### src/rtl/mb_event_queue_if.sv
// Handshake bundle for mb_event_queue: post/get/clear requests in, queue status out.
// The master side drives requests; the slave side (the queue) drives status.
interface mb_event_queue_if #(
    parameter int EVENT_W = 3,
    parameter int CNT_W   = 3
);
    logic               inPostValid;
    logic [EVENT_W-1:0] inPostEvent;
    logic               inGetReq;
    logic               inClrOverflow;
    logic               outEventInQueue;
    logic [EVENT_W-1:0] outEvent;
    logic               outEventHappened;
    logic [EVENT_W-1:0] outGotEvent;
    logic [CNT_W-1:0]   outCount;
    logic               outFull;
    logic               outOverflow;

    modport master (
        output inPostValid, inPostEvent, inGetReq, inClrOverflow,
        input  outEventInQueue, outEvent, outEventHappened, outGotEvent,
        input  outCount, outFull, outOverflow
    );

    modport slave (
        input  inPostValid, inPostEvent, inGetReq, inClrOverflow,
        output outEventInQueue, outEvent, outEventHappened, outGotEvent,
        output outCount, outFull, outOverflow
    );
endinterface

### src/rtl/mb_event_queue.sv
// Circular event queue with optional coalescing of repeated posts and a sticky overflow flag.
// All status outputs come straight from registers; the head register is precomputed each cycle.
module mb_event_queue #(
    parameter int EVENT_W  = 3,
    parameter int DEPTH    = 4,
    parameter int CNT_W    = 3,
    parameter bit COALESCE = 1'b0,
    parameter int EV_READY = 0
) (
    input logic clk,
    input logic rst_n,
    mb_event_queue_if.slave bus
);
    localparam int PTR_W = $clog2(DEPTH);
    localparam logic [EVENT_W-1:0] READY_CODE = EVENT_W'(EV_READY);
    localparam logic [CNT_W-1:0]   FULL_CNT   = CNT_W'(DEPTH);

    logic [EVENT_W-1:0] mem [DEPTH];
    logic [PTR_W-1:0]   wr_ptr;
    logic [PTR_W-1:0]   rd_ptr;
    logic [PTR_W-1:0]   rd_ptr_next;
    logic [CNT_W-1:0]   count;
    logic [CNT_W-1:0]   count_next;
    logic [EVENT_W-1:0] newest;
    logic [EVENT_W-1:0] head;
    logic [EVENT_W-1:0] head_next;
    logic [EVENT_W-1:0] got_event;
    logic               get_ok;
    logic               post_ok;
    logic               merge;
    logic               drop;
    logic               in_queue;
    logic               full;
    logic               happened;
    logic               overflow;

    always_comb begin
        get_ok      = bus.inGetReq && (count != '0);
        newest      = mem[wr_ptr - PTR_W'(1)];
        // Merging is off when the only entry is leaving this cycle, otherwise the post would vanish.
        merge       = COALESCE && bus.inPostValid && (count != '0) &&
                      (bus.inPostEvent == newest) && !((count == CNT_W'(1)) && get_ok);
        post_ok     = bus.inPostValid && !merge && ((count != FULL_CNT) || get_ok);
        drop        = bus.inPostValid && !merge && (count == FULL_CNT) && !get_ok;
        rd_ptr_next = get_ok ? rd_ptr + PTR_W'(1) : rd_ptr;

        count_next = count;
        if (post_ok && !get_ok) begin
            count_next = count + CNT_W'(1);
        end else if (get_ok && !post_ok) begin
            count_next = count - CNT_W'(1);
        end

        // When the slot being written is the next head, storage is not yet updated, so forward the post.
        head_next = READY_CODE;
        if (count_next != '0) begin
            head_next = (post_ok && (wr_ptr == rd_ptr_next)) ? bus.inPostEvent : mem[rd_ptr_next];
        end
    end

    always_ff @(posedge clk) begin
        if (post_ok) begin
            mem[wr_ptr] <= bus.inPostEvent;
        end
    end

    always_ff @(posedge clk or negedge rst_n) begin
        if (!rst_n) begin
            wr_ptr    <= '0;
            rd_ptr    <= '0;
            count     <= '0;
            head      <= READY_CODE;
            got_event <= READY_CODE;
            in_queue  <= 1'b0;
            full      <= 1'b0;
            happened  <= 1'b0;
            overflow  <= 1'b0;
        end else begin
            if (post_ok) begin
                wr_ptr <= wr_ptr + PTR_W'(1);
            end
            rd_ptr   <= rd_ptr_next;
            count    <= count_next;
            head     <= head_next;
            in_queue <= (count_next != '0);
            full     <= (count_next == FULL_CNT);
            happened <= get_ok;
            if (get_ok) begin
                got_event <= head;
            end
            if (drop) begin
                overflow <= 1'b1;
            end else if (bus.inClrOverflow) begin
                overflow <= 1'b0;
            end
        end
    end

    assign bus.outEventInQueue  = in_queue;
    assign bus.outEvent         = head;
    assign bus.outEventHappened = happened;
    assign bus.outGotEvent      = got_event;
    assign bus.outCount         = count;
    assign bus.outFull          = full;
    assign bus.outOverflow      = overflow;
endmodule

### src/flat_wrapper.sv
// flat-port wrapper written by rule: the top's interface ports become plain ports
module mb_event_queue_flat 
#(
    parameter int EVENT_W  = 3,
    parameter int DEPTH    = 4,
    parameter int CNT_W    = 3,
    parameter bit COALESCE = 1'b0,
    parameter int EV_READY = 0
)
  (clk, rst_n, bus_inPostValid, bus_inPostEvent, bus_inGetReq, bus_inClrOverflow, bus_outEventInQueue, bus_outEvent, bus_outEventHappened, bus_outGotEvent, bus_outCount, bus_outFull, bus_outOverflow);
  mb_event_queue_if #(.EVENT_W(EVENT_W), .CNT_W(CNT_W)) bus_i ();
  input logic clk;
  input logic rst_n;
  input wire logic [$bits(bus_i.inPostValid)-1:0] bus_inPostValid;
  input wire logic [$bits(bus_i.inPostEvent)-1:0] bus_inPostEvent;
  input wire logic [$bits(bus_i.inGetReq)-1:0] bus_inGetReq;
  input wire logic [$bits(bus_i.inClrOverflow)-1:0] bus_inClrOverflow;
  output wire logic [$bits(bus_i.outEventInQueue)-1:0] bus_outEventInQueue;
  output wire logic [$bits(bus_i.outEvent)-1:0] bus_outEvent;
  output wire logic [$bits(bus_i.outEventHappened)-1:0] bus_outEventHappened;
  output wire logic [$bits(bus_i.outGotEvent)-1:0] bus_outGotEvent;
  output wire logic [$bits(bus_i.outCount)-1:0] bus_outCount;
  output wire logic [$bits(bus_i.outFull)-1:0] bus_outFull;
  output wire logic [$bits(bus_i.outOverflow)-1:0] bus_outOverflow;
  assign bus_i.inPostValid = bus_inPostValid;
  assign bus_i.inPostEvent = bus_inPostEvent;
  assign bus_i.inGetReq = bus_inGetReq;
  assign bus_i.inClrOverflow = bus_inClrOverflow;
  assign bus_outEventInQueue = bus_i.outEventInQueue;
  assign bus_outEvent = bus_i.outEvent;
  assign bus_outEventHappened = bus_i.outEventHappened;
  assign bus_outGotEvent = bus_i.outGotEvent;
  assign bus_outCount = bus_i.outCount;
  assign bus_outFull = bus_i.outFull;
  assign bus_outOverflow = bus_i.outOverflow;
  mb_event_queue #(.EVENT_W(EVENT_W), .DEPTH(DEPTH), .CNT_W(CNT_W), .COALESCE(COALESCE), .EV_READY(EV_READY)) u_core (.clk(clk), .rst_n(rst_n), .bus(bus_i));
endmodule
### config.mk
export PLATFORM = sky130hd
export DESIGN_NAME = mb_event_queue_flat
export DESIGN_NICKNAME = d
export VERILOG_FILES = /design/src/rtl/mb_event_queue_if.sv /design/src/rtl/mb_event_queue.sv /design/src/flat_wrapper.sv
export SDC_FILE = /design/constraint.sdc
export NUM_CORES = 1
export LEC_CHECK = 0
export CAP_MARGIN = 40
export CORE_ASPECT_RATIO = 0.5
export CORE_MARGIN = 8
export CORE_UTILIZATION = 47
export CTS_CLUSTER_SIZE = 8
export DETAILED_ROUTE_END_ITERATION = 8
export GPL_ROUTABILITY_DRIVEN = 0
export PLACE_DENSITY = 0.71
export SYNTH_ARGS = -nofsm -noshare
export SYNTH_HDL_FRONTEND = slang
export SYNTH_SLANG_ARGS = --single-unit
export TNS_END_PERCENT = 100
### constraint.sdc
create_clock -name clk -period 2.3 [get_ports clk]
set_input_delay 0.345 -clock clk [delete_from_list [all_inputs] [get_ports clk]]
set_output_delay 0.345 -clock clk [all_outputs]
set_load 0.02 [all_outputs]
=== Word-level counts from Yosys, hierarchy flattened ===
Memories as Yosys holds them, arrays and structs flattened.
Cells that the tools add are included.

* Logic and storage cells: 40
* Input bits: 8
* Register bits after elaboration: 17
* Bits in writable memories: 12
* Memories: 1
* Output and inout bits: 13

{| class="wikitable"
|+ Memories
! memory !! depth !! width !! read ports !! clocked after memory_dff !! write ports !! RTL line !! RTL
|-
| u_core.mem || 4 || 3 || 1 || 0 || 1 || mb_event_queue.sv:18 || <nowiki>logic [EVENT_W-1:0] mem [DEPTH];</nowiki>
|}

* Equality and inequality tests: 4
* Mux-type cells: 9
* Reductions and logical operators: 13
* Add/subtract/negate cells: 4

{| class="wikitable"
|+ Operators by type and width
! kind !! count
|-
| two-way mux 3 bit || 4
|-
| logical AND 1 bit || 7
|-
| == test 3 bit, second input constant || 2
|-
| nonzero test 3 bit || 2
|-
| adder 2 x 1 -> 2 bit, second input constant || 2
|-
| two-way mux 1 bit || 4
|-
| adder 3 x 1 -> 3 bit, second input constant || 1
|-
| != test 3 bit, second input constant || 1
|-
| subtractor 3 x 1 -> 3 bit, second input constant || 1
|-
| == test 2 bit || 1
|-
| logical NOT 1 bit || 2
|-
| two-way mux 2 bit || 1
|-
| nonzero test 2 bit || 1
|-
| logical OR 1 bit || 1
|}

=== Depth between registers and ports, before layout ===
Gate-level depths: netlist of run 1.

* Word-level depth: 10
* Gate-level depth with buffers: 9
* Depth with buffers taken out: 8

=== Least setup slack after synthesis of run 1 ===
No wires, ideal clock.

* Path kind: register to register
* Start: register u_core.count[1], in the netlist u_core.bus.outCount[1]
* End: register u_core.head[2], in the netlist u_core.bus.outEvent[2]
* Data arrival time: 2,273 ps
* Clock period less this slack: 2,401 ps
* Slack: -101 ps
* Stages on the path, launching flop included: 10
* Required time: 2,172 ps
* Library setup time: 128 ps
* Buffers on the path: 1
* Path through: dfrtp_1 inv_1 ha_1 buf_4 and2b_4 or3_4 nand2_8 mux4_1 mux2i_1 nor2_1

* Elaborated cells on any way between the ends: 20
* Classes of those cells: add/sub: 2; eq/ne: 2; mux: 5; reduce/logical: 10; memory: 1

{| class="wikitable"
|+ RTL lines
! element !! RTL line !! RTL
|-
| start, declared || mb_event_queue.sv:22 || <nowiki>logic [CNT_W-1:0] count;</nowiki>
|-
| start signal, assigned || mb_event_queue.sv:83 || <nowiki>count <= count_next;</nowiki>
|-
| nonzero test 3 bit * || mb_event_queue.sv:38 || <nowiki>get_ok = bus.inGetReq && (count != '0);</nowiki>
|-
| logical AND 1 bit * || mb_event_queue.sv:38 ||
|-
| two-way mux 2 bit * || mb_event_queue.sv:45 || <nowiki>rd_ptr_next = get_ok ? rd_ptr + PTR_W'(1) : rd_ptr;</nowiki>
|-
| via u_core.rd_ptr_next[0] || mb_event_queue.sv:21 || <nowiki>logic [PTR_W-1:0] rd_ptr_next;</nowiki>
|-
| branches (longest 2 deep; another with memory (4 x 3 bit)) || - ||
|-
| two-way mux 3 bit * || mb_event_queue.sv:57 || <nowiki>head_next = (post_ok && (wr_ptr == rd_ptr_next)) ? bus.inPostEvent : mem[rd_ptr_next];</nowiki>
|-
| two-way mux 3 bit * || mb_event_queue.sv:56 || <nowiki>if (count_next != '0) begin</nowiki>
|-
| via u_core.head_next[2] || mb_event_queue.sv:26 || <nowiki>logic [EVENT_W-1:0] head_next;</nowiki>
|-
| end signal, assigned || mb_event_queue.sv:84 || <nowiki>head <= head_next;</nowiki>
|-
| end, declared || mb_event_queue.sv:25 || <nowiki>logic [EVENT_W-1:0] head;</nowiki>
|}

Mark *: on every way through the listed nets, which the timed path passes.
A chain may end at the register's enable or synchronous reset.

=== Worst setup path in the final report of run 1 ===
* Start: register u_core.count[0], in the netlist u_core.bus.outCount[0]
* End: register u_core.head[2], in the netlist u_core.bus.outEvent[2]

The elaborated chain is that of the path after synthesis.

==> results of run 1 <==
## cell usage in the layout (no fill, tap or decap), types with 2 or more instances in the layout
| cell type | Yosys | final |
|---|---|---|
| mux2_2 | 3 | 3 |
| mux2i_1 | 4 | 4 |
| and2_1 | 4 | 4 |
| clkdlybuf4s50_1 | 0 | 20 |
| xnor2_1 | 4 | 4 |
| clkinv_2 | 0 | 2 |
| ha_1 | 7 | 6 |
| inv_1 | 9 | 7 |
| clkbuf_8 | 0 | 5 |
| o211ai_1 | 3 | 3 |
| maj3_1 | 2 | 2 |
| a21oi_1 | 3 | 3 |
| edfxtp_1 | 12 | 12 |
| dfrtp_1 | 17 | 15 |
| nor2_1 | 6 | 6 |
| inv_2 | 1 | 3 |
| dfrtp_2 | 0 | 2 |
| nor2b_1 | 2 | 2 |
| buf_4 | 1 | 9 |
| a221o_1 | 2 | 2 |
| nand2_1 | 6 | 6 |
| o21ai_0 | 2 | 2 |
## registers in the layout (all words and copies together) (netlist names)
signal,count
u_core.mem,12
u_core.bus.outCount,3
u_core.bus.outEvent,3
u_core.bus.outGotEvent,3
u_core.rd_ptr,2
u_core.wr_ptr,2
u_core.bus.outEventHappened,1
u_core.bus.outEventInQueue,1
u_core.bus.outFull,1
u_core.bus.outOverflow,1
## kinds of logic (layout without fill, tap and decap cells)
kind of cell | Yosys count | after routing | synth area share, %
flip-flops | 29 | 29 | 55.87
AND/OR/NAND/NOR | 28 | 28 | 12.28
AO/OA/AOI/OAI | 17 | 17 | 9.520
buffers and inverters | 12 | 47 | 3.469
adder cells (fa/ha/maj) | 9 | 9 | 7.651
multiplexers | 9 | 9 | 8.719
XOR/XNOR | 4 | 4 | 2.491
## worst register-to-register path, stage by stage (launching register included)
cell and delay, ns:
dfrtp_2 0.40, inv_2 0.05, ha_2 0.18, and2b_4 0.18, or3_4 0.43, nand2_8 0.09
mux4_1 0.53, mux2i_1 0.14, nor2_1 0.05
## timing repair
action / CTS / global route
gates resized for setup: 0 / 0
setup buffers: 0 / 1
setup endpoints to repair: 0 / 1
## final timing paths
kind | end | cells past startpoint | from | slack (ns)
hold / removal | u_core.wr_ptr[0] | 1 | rst_n | 0.26
setup reg to reg | u_core.bus.outEvent[2] | 8 | u_core.bus.outCount[0] | 0.14
max in group asynchronous | u_core.bus.outCount[1] | 2 | rst_n | 1.60
setup / recovery | u_core.bus.outEvent[2] | 8 | u_core.bus.outCount[0] | 0.14
hold reg to reg | u_core.bus.outOverflow | 1 | u_core.bus.outOverflow | 0.50
min in group clk | u_core.bus.outOverflow | 1 | u_core.bus.outOverflow | 0.50
## per-stage QoR
step | util [%] | power, µW | worst slack, ns
floorplan | - | 1649 | 0.004962
global placement | 58.47 | 2040 | 0.04349
detailed placement | 58.47 | 2079 | 0.008677
CTS | 61.42 | 2481 | 0.1168
global route | 61.68 | 2643 | 0.01779
finish | 61.68 | 2466 | 0.1372
## layout make-up
type | count | area, µm² | share of cell area (%)
Clock inverter | 3 | 17.52 | 0.9709
Clock buffer | 5 | 68.82 | 3.814
Tap cell | 40 | 50.05 | 2.774
Sequential cell | 29 | 788.3 | 43.69
Multi-Input combinational cell | 67 | 574.3 | 31.83
Timing Repair Buffer | 29 | 267.8 | 14.84
Inverter | 10 | 37.54 | 2.080
## power by group through the flow
stage	Sequential [µW]	Clock [µW]	Combinational, µW
3_3_place_gp	861	0	1180
2_1_floorplan	967	0	682
3_5_place_dp	870	0	1210
5_1_grt	882	436	1330
6_report	856	396	1210
4_1_cts	860	407	1210
## cells in the mapped netlist (all sizes together)
master	number	area share [%]
a211o	1	0.62
o211ai	3	1.6
nor2	6	1.6
or2b	1	0.53
inv	10	2.7
o31a	1	0.62
mux2	3	2.4
nor2b	2	0.89
nand3b	1	0.53
a31oi	1	0.45
ha	7	6.2
o21ai	3	1.9
or3	1	0.80
a32o	1	0.71
and2	4	1.8
mux4	2	3.5
nor3	1	0.36
dfrtp	17	30
maj3	2	1.4
xnor2	4	2.5
a22oi	1	0.53
a21oi	4	1.7
clkbuf	1	0.27
mux2i	4	2.8
buf	1	0.53
nand3	1	0.36
nor3b	1	0.53
nand2	7	3.0
nand2b	1	0.45
edfxtp	12	26
and4b	1	0.71
and2b	1	0.71
a221o	2	1.4
## layer usage
metal,up-vias,share of wire [%],GRT usage [%]
met5,-,0,0
met4,0,1.6,6.332
met3,5,3.7,3.420
met2,21,47,18.33
met1,437,47,14.05
li1,452,-,-
==> qor.csv, run 1 <==
stage,metric,value,unit
worst_setup_path,critical path class,reg2reg,
global_routing,antenna violations before repair,0,
run_status,status,"finished, final reports clean",
worst_setup_path,CP Capture Type,register,
detailed_routing,Pre-Repair DR Iteration Count,4,
cells_and_area,final cell count without fillers,183,
timing,RSZ-0062 raised after global routing,false,
timing,final period utilization,94.03,%
worst_setup_path,Top Family by Delay on Critical Path,simple AND/OR/NAND/NOR gates,
die,I/O Pins,21,
placed_design,detailed placement HPWL,2064,µm
detailed_routing,routed vias,915,
clocking,CTS tree,yes,
timing,fmax,462.4,MHz
power_and_ir_drop,Int Pwr,1549,µW
timing,relative slew slack,80.00,%
cells_and_area,# diodes,0,
min_path,class of the worst hold path,in2async,
yosys,Seq cells post-synth,29,
timing,fin. max-slew vios,0,
worst_setup_path,peak fanout along the critical path,5,
timing,Final setup violation count,0,
global_routing,global-route wire length before repair,4374,µm
run,Max Cap Viol,0,
cells_and_area,final design instance area without fill,1804,µm²
global_routing,largest net degree at the start of global routing,15,
die,row cnt,14,
yosys,sequential fraction of the synthesis area,55.87,%
die,Die Width,93.36,µm
detailed_routing,"antenna viol nets, final",0,
yosys,syn nets,123,
worst_setup_path,critical path arrival,2.33,ns
clocking,Bufs on Longest Clock Path,2,
cells_and_area,layout cells sized above 1,22.38,%
placed_design,Area after DPL,1710,µm²
power_and_ir_drop,sequential share of power,34.7,%
detailed_routing,routed wire length,2628,µm
clocking,htree depth,2,
clocking,Num CTS Buffers,5,
worst_setup_path,Bufs and invs on worst path,1,
clocking,root buf cell,clkbuf_8,
cells_and_area,fill count,225,
yosys,"Distinct cells, synth",38,
power_and_ir_drop,Lkg Pwr,0.0007370,µW
worst_setup_path,CP startpoint kind,register,
power_and_ir_drop,sw power,916.3,µW
power_and_ir_drop,Combinational Power Share,49.2,%
yosys,Ys Warns,0,
timing,Slew @ Worst Pin,0.2986,ns
power_and_ir_drop,switching fraction of total power,37.16,%
detailed_routing,WL per Instance,14.36,µm
worst_setup_path,CP max stage cell,mux4_1,
cells_and_area,Total Nets Final,157,
die,core box area,2925,µm²
clocking,CTS Sinks,29,
timing,final hold viol count,0,
yosys,Mapped Area,1406,µm²
detailed_routing,DRT iter0 DRCs,40,
power_and_ir_drop,clock power share,16.1,%
clocking,cts hold-fix bufs,0,
placed_design,I/O Buffers,20,
global_routing,vias in the first global route,904,
timing,min cycle time layout,2.163,ns
global_routing,GRT Residual Overflow,0,
yosys,Syn Inst Count,108,
worst_setup_path,worst-path cell chain,"inv_2, ha_2, and2b_4, or3_4, nand2_8, mux4_1, mux2i_1, nor2_1",
placed_design,placed cell count,174,
worst_setup_path,"slowest stage delay, CP",0.53,ns
power_and_ir_drop,maximum vdd ir drop,0.5418,mV
detailed_routing,Residual DRC,0,
timing,Clock Skew,0.005349,ns
power_and_ir_drop,PD cells,1367,nW/µm²
yosys,Syn Area/Cell,13.02,µm²
global_routing,overall routing resource usage,11.47,%
worst_setup_path,Worst Path Required,2.47,ns
die,Die Area,5105,µm²
clocking,Clock Pin Slew Worst Setup and Hold Paths,0.06,ns
die,Die Y,54.68,µm
timing,hold_ws,0.2609,ns
die,Starting Density,48.08,%
detailed_routing,DR vias/cell,5.000,
cells_and_area,P&R area growth vs syn,28.29,%
clocking,Worst-Skew Late Latency,0.27,ns
timing,Setup TNS Final,0,ns
(Power assumes the default switching activity.)
==> run 2, diff against run 1 <==
--- a/config.mk
+++ b/config.mk
@@ -13,6 +13,7 @@
 export DETAILED_ROUTE_END_ITERATION = 8
 export GPL_ROUTABILITY_DRIVEN = 0
 export PLACE_DENSITY = 0.71
+export RECOVER_POWER = 50
 export SYNTH_ARGS = -nofsm -noshare
 export SYNTH_HDL_FRONTEND = slang
 export SYNTH_SLANG_ARGS = --single-unit
==> qor.csv, run 2 (synthesized netlist as in run 1, its figures left out) <==
stage,metric,value,unit
placed_design,detailed placement HPWL,2064,µm
timing,final worst-path setup slack,0.1387,ns
worst_setup_path,worst-path cell chain,"inv_2, ha_2, and2b_4, or3_4, nand2_8, mux4_1, mux2i_1, nor2_1",
timing,fmax,462.7,MHz
timing,Final setup violation count,0,
detailed_routing,WL per Instance,14.30,µm
cells_and_area,P&R area growth vs syn,27.22,%
timing,final period utilization,93.97,%
clocking,cts hold-fix bufs,0,
cells_and_area,max reg flops,12,
global_routing,vias in the first global route,904,
global_routing,GRT Residual Overflow,0,
global_routing,antenna violations before repair,0,
worst_setup_path,Bufs and invs on worst path,1,
clocking,Num CTS Buffers,5,
power_and_ir_drop,PD cells,1367,nW/µm²
timing,final hold viol count,0,
cells_and_area,# diodes,0,
die,core box area,2925,µm²
detailed_routing,DR vias/cell,5.027,
worst_setup_path,critical path arrival,2.33,ns
die,Die Y,54.68,µm
clocking,CTS tree,yes,
timing,min cycle time layout,2.161,ns
global_routing,largest net degree at the start of global routing,15,
timing,Slew @ Worst Pin,0.7652,ns
cells_and_area,final core utilization,61.16,%
worst_setup_path,Worst R2R End,u_core.bus.outEvent[2],
cells_and_area,Total Nets Final,157,
run,Max Cap Viol,0,
die,Starting Density,48.08,%
timing,fin. max-slew vios,0,
global_routing,met3 GRT Util,3.420,%
detailed_routing,routed vias,920,
clocking,Clock Pin Slew Worst Setup and Hold Paths,0.06,ns
power_and_ir_drop,Lkg Pwr,0.0007238,µW
worst_setup_path,r2r setup slk,0.14,ns
clocking,CTS Sinks,29,
worst_setup_path,CP Capture Type,register,
placed_design,pre-CTS setup slack,0.008677,ns
timing,Clock Skew,0.005604,ns
timing,Setup TNS Final,0,ns
placed_design,Area after DPL,1710,µm²
global_routing,global-route wire length before repair,4374,µm
power_and_ir_drop,maximum vdd ir drop,0.5395,mV
min_path,class of the worst hold path,in2async,
clocking,Worst-Skew Late Latency,0.27,ns
cells_and_area,"commonest non-fill, non-tap cells in the layout","clkdlybuf4s50_1 (15), dfrtp_1 (15), edfxtp_1 (12)",
detailed_routing,DRT iter0 DRCs,30,
detailed_routing,Pre-Repair DR Iteration Count,4,
worst_setup_path,Reg2Reg Depth,8,
global_routing,grt met1 use,14.05,%
cells_and_area,layout cells sized above 1,19.58,%
run_status,status,"finished, final reports clean",
worst_setup_path,Worst Path Required,2.47,ns
worst_setup_path,"slowest stage delay, CP",0.53,ns
global_routing,GRT busiest layer,met2,
die,Die Width,93.36,µm
die,Die Area,5105,µm²
global_routing,grt met2 use,18.33,%
cells_and_area,Biggest register,u_core.mem,
clocking,Bufs on Longest Clock Path,2,
worst_setup_path,peak fanout along the critical path,5,
global_routing,overall routing resource usage,11.47,%
detailed_routing,"antenna viol nets, final",0,
clocking,Post-CTS Setup Inserts,0,
clocking,Resized cells post-CTS,0,
clocking,htree depth,2,
worst_setup_path,CP startpoint kind,register,
die,row cnt,14,
worst_setup_path,CP max stage cell,mux4_1,
detailed_routing,Residual DRC,0,
die,I/O Pins,21,
clocking,root buf cell,clkbuf_8,
timing,RSZ-0062 raised after global routing,false,
detailed_routing,routed wire length,2616,µm
worst_setup_path,Top Family by Delay on Critical Path,simple AND/OR/NAND/NOR gates,
worst_setup_path,RR Startpoint,u_core.bus.outCount[0],
cells_and_area,final design instance area without fill,1789,µm²
worst_setup_path,critical path class,reg2reg,
timing,relative slew slack,48.99,%
timing,hold_ws,0.3296,ns
placed_design,I/O Buffers,20,
run 2: how the worst max path moves through the flow:
stage | start | to | cells past startpoint
after detailed placement | bus_inGetReq | u_core.bus.outEvent[2] | 7
after CTS | u_core.bus.outCount[1] | u_core.bus.outEvent[2] | 8
after floorplan | u_core.bus.outCount[1] | u_core.bus.outEvent[2] | 9
after global placement | bus_inGetReq | u_core.bus.outEvent[2] | 7
final | u_core.bus.outCount[0] | u_core.bus.outEvent[2] | 8
after global routing | u_core.bus.outCount[1] | u_core.bus.outEvent[2] | 8
run 2: power breakdown:
| part | switching [µW] | internal, µW | leakage [µW] |
|---|---|---|---|
| Combinational | 602 | 592 | 0.000370 |
| Sequential | 125 | 731 | 0.000310 |
| Clock | 188 | 208 | 0.0000439 |
run 2: per-layer routing:
layer | share of wire (%) | vias up | wire [µm]
met1 | 46 | 441 | 1213
met3 | 3.9 | 5 | 102
met4 | 1.6 | 0 | 42
met2 | 48 | 22 | 1258
li1 | - | 452 | -
met5 | 0 | - | 0
run 2: stage by stage:
| stage | std cells | power (µW) |
|---|---|---|
| 2_1_floorplan | 108 | 1649 |
| 3_3_place_gp | 174 | 2040 |
| 3_5_place_dp | 174 | 2079 |
| 4_1_cts | 182 | 2481 |
| 5_1_grt | 183 | 2624 |
| 6_report | 183 | 2445 |
run 2: worst reg2reg max path, stage by stage, from the launching register on:
cell	delay, ns
dfrtp_2	0.40
inv_2	0.05
ha_2	0.18
and2b_4	0.18
or3_4	0.43
nand2_8	0.09
mux4_1	0.53
mux2i_1	0.14
nor2_1	0.05
run 2: layout make-up:
cell class / count / area (µm²)
fillers: 233 / 1136
repair buffers: 29 / 252.7
flip-flops and latches: 29 / 788.3
well taps: 40 / 50.05
clock inverters: 3 / 17.52
inverters: 10 / 37.54
multi-input cells: 67 / 574.3
clock buffers: 5 / 68.82
==> run 3, diff against run 2 <==
--- a/config.mk
+++ b/config.mk
@@ -8,11 +8,11 @@
 export CAP_MARGIN = 40
 export CORE_ASPECT_RATIO = 0.5
 export CORE_MARGIN = 8
-export CORE_UTILIZATION = 47
+export CORE_UTILIZATION = 52
 export CTS_CLUSTER_SIZE = 8
 export DETAILED_ROUTE_END_ITERATION = 8
 export GPL_ROUTABILITY_DRIVEN = 0
-export PLACE_DENSITY = 0.71
+export PLACE_DENSITY = 0.74
 export RECOVER_POWER = 50
 export SYNTH_ARGS = -nofsm -noshare
 export SYNTH_HDL_FRONTEND = slang
==> constraint.sdc (replaced) <==
create_clock -name clk -period 2.35 [get_ports clk]
set_input_delay 0.3525 -clock clk [delete_from_list [all_inputs] [get_ports clk]]
set_output_delay 0.3525 -clock clk [all_outputs]
set_load 0.02 [all_outputs]
==> qor.csv, run 3 (synthesized netlist as in run 1, its figures left out) <==
stage,metric,value,unit
global_routing,overall routing resource usage,12.68,%
timing,Clock Skew,0.003493,ns
placed_design,I/O Buffers,20,
die,core box area,2586,µm²
timing,hold_ws,0.4978,ns
worst_setup_path,RR Startpoint,u_core.bus.outCount[1],
die,Starting Density,54.38,%
worst_setup_path,CP max stage cell,mux4_1,
cells_and_area,P&R area growth vs syn,27.31,%
timing,Slew @ Worst Pin,0.7371,ns
power_and_ir_drop,clock power share,16.2,%
cells_and_area,"most common cell after layout, fill and taps aside",dfrtp_1,
min_path,class of the worst hold path,reg2reg,
clocking,Num CTS Buffers,5,
die,Die Area,4726,µm²
power_and_ir_drop,Lkg Pwr,0.0007362,µW
timing,final hold viol count,0,
worst_setup_path,Worst R2R End,u_core.bus.outEvent[2],
power_and_ir_drop,PD cells,1342,nW/µm²
worst_setup_path,Worst Path Required,2.51,ns
timing,RSZ-0062 raised after global routing,false,
timing,relative slew slack,50.70,%
timing,fmax,450.4,MHz
run,Max Cap Viol,0,
run_status,status,"finished, final reports clean",
global_routing,GRT Residual Overflow,0,
cells_and_area,Total Nets Final,157,
global_routing,largest net degree at the start of global routing,18,
power_and_ir_drop,switching fraction of total power,37.12,%
min_path,Hold Crit Depth,1,
timing,min cycle time layout,2.220,ns
worst_setup_path,"slowest stage delay, CP",0.54,ns
cells_and_area,layout cells sized above 1,18.88,%
cells_and_area,register area,788.3,µm²
power_and_ir_drop,sw power,892.0,µW
worst_setup_path,peak fanout along the critical path,5,
worst_setup_path,Reg2Reg Depth,8,
detailed_routing,WL per Instance,14.31,µm
global_routing,vias in the first global route,980,
timing,fin. max-slew vios,0,
placed_design,placed cell count,170,
worst_setup_path,Top Family by Delay on Critical Path,simple AND/OR/NAND/NOR gates,
clocking,Clock Pin Slew Worst Setup and Hold Paths,0.06,ns
power_and_ir_drop,Combinational Power Share,49.2,%
cells_and_area,Biggest register,u_core.mem,
detailed_routing,"antenna viol nets, final",0,
timing,Final setup violation count,0,
worst_setup_path,worst-path cell chain,"inv_1, ha_1, and2b_4, or3_4, nand2_8, mux4_1, mux2i_1, nor2_1",
power_and_ir_drop,Pwr Total,2403,µW
detailed_routing,Residual DRC,0,
power_and_ir_drop,maximum vdd ir drop,0.4923,mV
detailed_routing,routed vias,931,
die,I/O Pins,21,
timing,Setup TNS Final,0,ns
worst_setup_path,critical path class,reg2reg,
worst_setup_path,CP startpoint kind,register,
power_and_ir_drop,sequential share of power,34.6,%
clocking,CTS Sinks,29,
global_routing,antenna violations before repair,0,
worst_setup_path,critical path arrival,2.38,ns
global_routing,global-route wire length before repair,4450,µm
clocking,Worst-Skew Late Latency,0.27,ns
worst_setup_path,CP Capture Type,register,
cells_and_area,# diodes,0,
cells_and_area,"commonest non-fill, non-tap cells in the layout","dfrtp_1 (15), clkdlybuf4s50_1 (14), edfxtp_1 (12)",
detailed_routing,Pre-Repair DR Iteration Count,4,
clocking,Bufs on Longest Clock Path,2,
power_and_ir_drop,Int Pwr,1511,µW
detailed_routing,routed wire length,2576,µm
clocking,cts hold-fix bufs,0,
detailed_routing,DRT iter0 DRCs,38,
clocking,CTS tree,yes,
worst_setup_path,Bufs and invs on worst path,1,
worst_setup_path,Critical Path Stages,8,
clocking,htree depth,2,
placed_design,detailed placement HPWL,1944,µm
min_path,hold endpoint,u_core.bus.outOverflow,
cells_and_area,fill count,184,
worst_setup_path,r2r setup slk,0.13,ns
cells_and_area,area of the multi-input gates,571.8,µm²
cells_and_area,final cell count without fillers,180,
detailed_routing,DR vias/cell,5.172,
clocking,root buf cell,clkbuf_8,
timing,final period utilization,94.48,%
min_path,hold path startpoint,u_core.bus.outOverflow,
die,Die Y,52.78,µm
die,row cnt,13,
cells_and_area,max reg flops,12,
die,Die Width,89.55,µm
-- run 3: metrics by stage --
| stage | worst slack, ns | instance area [µm²] | utilization, % |
|---|---|---|---|
| after floorplan | 0.03468 | 1409 | - |
| after global placement | 0.04792 | 1697 | 65.60 |
| after detailed placement | -0.02000 | 1697 | 65.60 |
| after CTS | 0.09033 | 1783 | 68.94 |
| after global routing | 0.02251 | 1790 | 69.23 |
| final | 0.1298 | 1790 | 69.23 |
-- run 3: how the worst max path moves through the flow --
stage | start | to | slack [ns]
5_1_grt | u_core.bus.outCount[1] | u_core.bus.outEvent[2] | 0.02
2_1_floorplan | u_core.bus.outCount[1] | u_core.bus.outEvent[2] | 0.03
4_1_cts | u_core.bus.outCount[1] | u_core.bus.outEvent[2] | 0.09
6_report | u_core.bus.outCount[1] | u_core.bus.outEvent[2] | 0.13
3_3_place_gp | bus_inGetReq | u_core.bus.outEvent[2] | 0.05
3_5_place_dp | bus_inGetReq | u_core.bus.outEvent[2] | -0.02
-- run 3: area by class of cell --
cell class                      count  area share (%)
Clock buffer                        5           3.843
Clock inverter                      3          0.9783
Inverter                           10           2.096
Multi-Input combinational cell     67           31.94
Sequential cell                    29           44.03
Tap cell                           37           2.586
Timing Repair Buffer               29           14.54
-- run 3: what timing repair did --
item / in CTS / in global routing
resized for setup: 0 / 0
setup buffers: 0 / 2
setup endpoints to repair: 0 / 1
-- run 3: power groups by stage --
stage          logic (µW)  registers [µW]  clock network (µW)
2_1_floorplan         654             943                   0
3_3_place_gp         1140             841                   0
3_5_place_dp         1170             845                   0
4_1_cts              1180             836                 399
5_1_grt              1310             858                 428
6_report             1180             831                 390
-- run 3: per-layer routing --
metal  wire length (µm)  global-route usage [%]  part of all wire, %  up-vias
li1                   -                       -                    -      452
met1               1211                   15.89                   47      447
met4                 23                   4.360                 0.89        0
met3                135                   3.906                  5.2        4
met5                  0                       0                    0        -
met2               1205                   20.34                   47       28
